File: src/rtl/seq_addsub_nbit_if.sv
// Request/response bundle for the digit-serial adder/subtractor.
// The requester holds the master modport; the arithmetic unit holds the slave modport.
interface seq_addsub_nbit_if #(
    parameter int WIDTH = 16
);
    logic             start;
    logic [WIDTH-1:0] a;
    logic [WIDTH-1:0] b;
    logic             cin;
    logic             sub;
    logic             busy;
    logic             done;
    logic [WIDTH-1:0] sum;
    logic             cout;
    logic             ovf;

    modport master (
        output start, a, b, cin, sub,
        input  busy, done, sum, cout, ovf
    );

    modport slave (
        input  start, a, b, cin, sub,
        output busy, done, sum, cout, ovf
    );
endinterface

File: src/rtl/seq_addsub_nbit.sv
// Digit-serial adder/subtractor: adds DIGIT bits per clock through a registered carry.
// Results appear WIDTH/DIGIT cycles after start is sampled and hold until the next completion.
//
// state | meaning
// IDLE  | waiting for start; result registers hold the last completed operation
// RUN   | one operand digit consumed per clock, least significant digit first
module seq_addsub_nbit #(
    parameter int WIDTH = 16,
    parameter int DIGIT = 4
) (
    input logic              clk,
    input logic              rst_n,
    seq_addsub_nbit_if.slave bus
);
    localparam int NCYC = WIDTH / DIGIT;
    localparam int CW   = (NCYC > 1) ? $clog2(NCYC) : 1;
    localparam logic [CW-1:0] LAST_CNT = CW'(NCYC - 1);

    typedef enum logic {IDLE, RUN} state_t;

    state_t           state_q;
    logic [WIDTH-1:0] a_q;
    logic [WIDTH-1:0] beff_q;
    logic [WIDTH-1:0] psum_q;
    logic [WIDTH-1:0] sum_q;
    logic [CW-1:0]    cnt_q;
    logic             carry_q;
    logic             a_msb_q;
    logic             b_msb_q;
    logic             busy_q;
    logic             done_q;
    logic             cout_q;
    logic             ovf_q;

    logic [DIGIT:0]   dig_d;
    logic [WIDTH-1:0] psum_d;
    logic             ovf_d;

    // Each new digit enters at the top, so after NCYC digits the word is aligned.
    always_comb begin
        dig_d  = {1'b0, a_q[DIGIT-1:0]} + {1'b0, beff_q[DIGIT-1:0]} + {{DIGIT{1'b0}}, carry_q};
        psum_d = WIDTH'({dig_d[DIGIT-1:0], psum_q} >> DIGIT);
        ovf_d  = (a_msb_q == b_msb_q) && (psum_d[WIDTH-1] != a_msb_q);
    end

    always_ff @(posedge clk or negedge rst_n) begin
        if (!rst_n) begin
            state_q <= IDLE;
            a_q     <= '0;
            beff_q  <= '0;
            psum_q  <= '0;
            sum_q   <= '0;
            cnt_q   <= '0;
            carry_q <= 1'b0;
            a_msb_q <= 1'b0;
            b_msb_q <= 1'b0;
            busy_q  <= 1'b0;
            done_q  <= 1'b0;
            cout_q  <= 1'b0;
            ovf_q   <= 1'b0;
        end else begin
            done_q <= 1'b0;
            case (state_q)
                IDLE: begin
                    if (bus.start) begin
                        // Subtract is a + ~b + ~cin, so invert B and the incoming carry here.
                        a_q     <= bus.a;
                        beff_q  <= bus.b ^ {WIDTH{bus.sub}};
                        carry_q <= bus.cin ^ bus.sub;
                        a_msb_q <= bus.a[WIDTH-1];
                        b_msb_q <= bus.b[WIDTH-1] ^ bus.sub;
                        psum_q  <= '0;
                        cnt_q   <= '0;
                        busy_q  <= 1'b1;
                        state_q <= RUN;
                    end
                end
                RUN: begin
                    a_q     <= a_q >> DIGIT;
                    beff_q  <= beff_q >> DIGIT;
                    carry_q <= dig_d[DIGIT];
                    psum_q  <= psum_d;
                    cnt_q   <= cnt_q + CW'(1);
                    if (cnt_q == LAST_CNT) begin
                        sum_q   <= psum_d;
                        cout_q  <= dig_d[DIGIT];
                        ovf_q   <= ovf_d;
                        done_q  <= 1'b1;
                        busy_q  <= 1'b0;
                        cnt_q   <= '0;
                        state_q <= IDLE;
                    end
                end
                default: state_q <= IDLE;
            endcase
        end
    end

    assign bus.busy = busy_q;
    assign bus.done = done_q;
    assign bus.sum  = sum_q;
    assign bus.cout = cout_q;
    assign bus.ovf  = ovf_q;
endmodule
File: src/flat_wrapper.sv
// flat-port wrapper written by rule: the top's interface ports become plain ports
module seq_addsub_nbit_flat 
#(
    parameter int WIDTH = 16,
    parameter int DIGIT = 4
)
  (clk, rst_n, bus_start, bus_a, bus_b, bus_cin, bus_sub, bus_busy, bus_done, bus_sum, bus_cout, bus_ovf);
  seq_addsub_nbit_if #(.WIDTH(WIDTH)) bus_i ();
  input logic clk;
  input logic rst_n;
  input wire logic [$bits(bus_i.start)-1:0] bus_start;
  input wire logic [$bits(bus_i.a)-1:0] bus_a;
  input wire logic [$bits(bus_i.b)-1:0] bus_b;
  input wire logic [$bits(bus_i.cin)-1:0] bus_cin;
  input wire logic [$bits(bus_i.sub)-1:0] bus_sub;
  output wire logic [$bits(bus_i.busy)-1:0] bus_busy;
  output wire logic [$bits(bus_i.done)-1:0] bus_done;
  output wire logic [$bits(bus_i.sum)-1:0] bus_sum;
  output wire logic [$bits(bus_i.cout)-1:0] bus_cout;
  output wire logic [$bits(bus_i.ovf)-1:0] bus_ovf;
  assign bus_i.start = bus_start;
  assign bus_i.a = bus_a;
  assign bus_i.b = bus_b;
  assign bus_i.cin = bus_cin;
  assign bus_i.sub = bus_sub;
  assign bus_busy = bus_i.busy;
  assign bus_done = bus_i.done;
  assign bus_sum = bus_i.sum;
  assign bus_cout = bus_i.cout;
  assign bus_ovf = bus_i.ovf;
  seq_addsub_nbit #(.WIDTH(WIDTH), .DIGIT(DIGIT)) u_core (.clk(clk), .rst_n(rst_n), .bus(bus_i));
endmodule
File: config.mk
export PLATFORM = sky130hd
export DESIGN_NAME = seq_addsub_nbit_flat
export DESIGN_NICKNAME = d
export VERILOG_FILES = /design/src/rtl/seq_addsub_nbit_if.sv /design/src/rtl/seq_addsub_nbit.sv /design/src/flat_wrapper.sv
export SDC_FILE = /design/constraint.sdc
export NUM_CORES = 1
export LEC_CHECK = 0
export CAP_MARGIN = 40
export CORE_ASPECT_RATIO = 1.1
export CORE_MARGIN = 5
export CORE_UTILIZATION = 42
export DETAILED_ROUTE_END_ITERATION = 10
export HOLD_SLACK_MARGIN = 0.12
export PLACE_DENSITY = 0.66
export RECOVER_POWER = 25
export REMOVE_ABC_BUFFERS = 1
export SLEW_MARGIN = 20
export SYNTH_ARGS = -nofsm -noshare
export SYNTH_HDL_FRONTEND = slang
export SYNTH_SLANG_ARGS = --single-unit
File: constraint.sdc
create_clock -name clk -period 2.8 [get_ports clk]
set_clock_uncertainty 0.2 [all_clocks]
set_input_delay 0.56 -clock clk [delete_from_list [all_inputs] [get_ports clk]]
set_output_delay 0.56 -clock clk [all_outputs]
set_load 0.005 [all_outputs]
==> reports/qor.yml <==
drt:
  dr_total_vias: 2194
  postRouteWirelength_um: 5980
  drc: 0
  routedWlPerCell_um: 13.7
  viasPerCell: 5.02
  drt_pass1_iterations: 4
  ant_nets: 0
  drt-initial-drc-count: 71
sta:
  rsz0062_at_grt: "no"
  setup_viol: 0
  fin_crit_ns: 2.15
  maxSlewViolCount: 0
  fin_ws_ns: 0.651
  slew_headroom: 0.167
  report.final.hold_viol_count: 0
  whs_ns: 0.280
  fin_setup_tns_ns: 0
  fmax_ghz: 0.465
  period_share: 0.768
  tightest_slew_ns: 1.25
flow_run:
  drv_cap: 0
layout:
  nNetsFinal: 391
  drive_above_1_share: 0.0625
  diodes: 0
  layout.cells.non_filler: 437
  synthToLayoutAreaGrowth_pct: 26.4
  stdcell_area_um2: 3920
  fin_util: 0.553
synth:
  synth_edf_count: 0
  syn_inst: 291
  synth_ff_type: "dfrtp_1"
  ys_seq_area_frac: 0.565
  ys_seq_elements: 70
  syn_area_per_cell_um2: 10.7
  yosysWarnings: 0
  syn_area_um2: 3100
  synthArstFlopShare: 1.00
  ys_types: 27
global_route:
  grt_pass1_wl_um: 10800
  grt_use_total: 0.147
  grt-ovfl-total: 0
  grt_pass1_vias: 2259
  grt_max_degree: 40
  antenna_found_initial: 0
floorplanning:
  die_area_um2: 9200
  coreArea_um2: 7090
  fp.dieW_um: 91.9
  start_util: 0.438
  boundaryPins: 57
  placementRows: 32
  die_height_um: 100
placement:
  pre_cts_slack_ns: 0.723
  placed_area_um2: 3760
  placed_cells: 421
  hpwl_um: 4310
  globalplace.congestion: 0.737
  io_buffers: 56
worst_hold_path:
  hold_class: "register to register"
  whs_endpoint: "u_core.cnt_q[0]"
  hold_start: "u_core.cnt_q[0]"
  hold_path_depth: 1
pwr:
  power_per_cell_area_nw_per_um2: 902
  p_seq_frac: 0.466
  design_power_total_mw: 3.54
  swShare: 0.323
  power_switching_mw: 1.14
  pwr-share-comb: 0.341
  p_leak_nw: 1.76
  internal_power_mw: 2.39
  pwr-share-clk: 0.193
  ir_worst_vdd_mv: 0.285
clocking:
  postCtsSetupRepairBufs: 0
  cts_max_level: 3
  numCtsBuffers: 9
  cts_sinks: 70
  ctsHoldBuffers: 1
  ctsResizeCount: 0
  cts.reportedPaths.clkPinSlew_ns: 0.07
  cts_buffer_depth: 2
  cts_tree: "built"
  clockRootBuffer: "clkbuf_8"
  worstSkewPairLatency_ns: 0.34
worst_setup_path:
  rr_startpoint: "u_core.carry_q"
  timing.rr.end: "u_core.carry_q"
  endpoint_kind: "async pin"
  ff2ff_path_depth: 6
  cp_max_fo: 27
  critPathLaunchType: "input pin"
  rrSetupSlack_ns: 0.72
  worstPathArrival_ns: 2.43
  path_class: "input pin to async pin"
  critPathRequiredTime_ns: 3.08
outcome:
  status: "complete, no violations"
[state kept, by name, indices dropped and copies added (netlist names)]
signal           flops
u_core.b_msb_q       1
u_core.a_msb_q       1
u_core.bus.sum      16
u_core.psum_q       12
u_core.bus.cout      1
u_core.state_q       1
u_core.carry_q       1
u_core.bus.busy      1
u_core.beff_q       16
u_core.cnt_q         2
u_core.a_q          16
u_core.bus.done      1
u_core.bus.ovf       1
[power by group through the flow]
stage	clock [mW]	combinational (mW)	sequential, mW
after floorplan	0	0.643	1.68
after global placement	0	1.20	1.66
after detailed placement	0	1.24	1.67
after CTS	0.705	1.25	1.65
after global routing	0.746	1.39	1.70
final	0.681	1.21	1.65
[layout make-up]
type	instances	area, um^2
Clock inverter	2	10.0
Multi-Input combinational cell	198	1250
Clock buffer	13	149
Sequential cell	70	1750
Tap cell	85	106
Inverter	4	15.0
Timing Repair Buffer	65	639
Fill cell	620	3170
[cells in the final DEF (no fill, tap or decap), types with 5 or more instances in the layout]
master / netlist / routed
buf_4: 1 / 5
dfrtp_1: 70 / 69
nor2_1: 14 / 14
nand2_1: 61 / 61
o21ai_0: 0 / 10
clkdlybuf4s50_1: 0 / 54
o21ai_1: 46 / 36
mux2_1: 15 / 15
clkbuf_8: 0 / 10
mux2i_1: 16 / 16
a22o_1: 5 / 5
clkbuf_1: 5 / 6
xnor2_1: 17 / 17
[per-layer routing]
layer | wire (um) | global-route usage | vias to the layer above | part of all wire
li1 | - | - | 1094 | -
met1 | 2800 | 0.201 | 1037 | 0.47
met2 | 2690 | 0.222 | 50 | 0.45
met3 | 344 | 0.0345 | 13 | 0.058
met4 | 140 | 0.0720 | 0 | 0.023
met5 | 0 | 0 | - | 0
[cells in the mapped netlist, types with 2 or more instances]
library cell | instances | area, um^2
fa_1 | 2 | 40.0
a211oi_1 | 4 | 30.0
a21oi_1 | 3 | 15.0
xnor2_1 | 17 | 149
o21ai_1 | 46 | 230
a22o_1 | 5 | 43.8
inv_1 | 2 | 7.51
clkbuf_1 | 5 | 18.8
nor2_1 | 14 | 52.6
buf_1 | 4 | 15.0
buf_2 | 9 | 45.0
nand2_1 | 61 | 229
o211ai_1 | 2 | 15.0
mux2_1 | 15 | 169
o31ai_1 | 2 | 15.0
mux2i_1 | 16 | 160
ha_1 | 4 | 50.1
dfrtp_1 | 70 | 1750
inv_2 | 2 | 7.51
[how the worst max path moves through the flow]
stage	to	depth (start not counted)	slack [ns]	from
2_1_floorplan	u_core.bus.sum[0]	3	-0.18	u_core.state_q
3_3_place_gp	u_core.bus.cout	6	0.72	u_core.carry_q
3_5_place_dp	u_core.bus.cout	6	0.72	u_core.carry_q
4_1_cts	u_core.bus.cout	6	0.71	u_core.carry_q
5_1_grt	u_core.state_q	3	0.30	rst_n
6_report	u_core.state_q	3	0.65	rst_n
[kinds of logic (layout without fill, tap and decap cells)]
family / after synthesis / after routing / synth area share
compound gates: 65 / 65 / 0.119
buf+inv: 23 / 84 / 0.0327
xor+xnor: 18 / 18 / 0.0508
mux: 31 / 31 / 0.106
flops: 70 / 70 / 0.565
simple gates: 78 / 78 / 0.0969
fa+ha+maj: 6 / 6 / 0.0291
[worst max-delay path: stages]
cell and delay [ns]:
dlygate4sd3_1 0.52, clkbuf_1 0.85, buf_4 0.49
(Power assumes the default switching activity.)
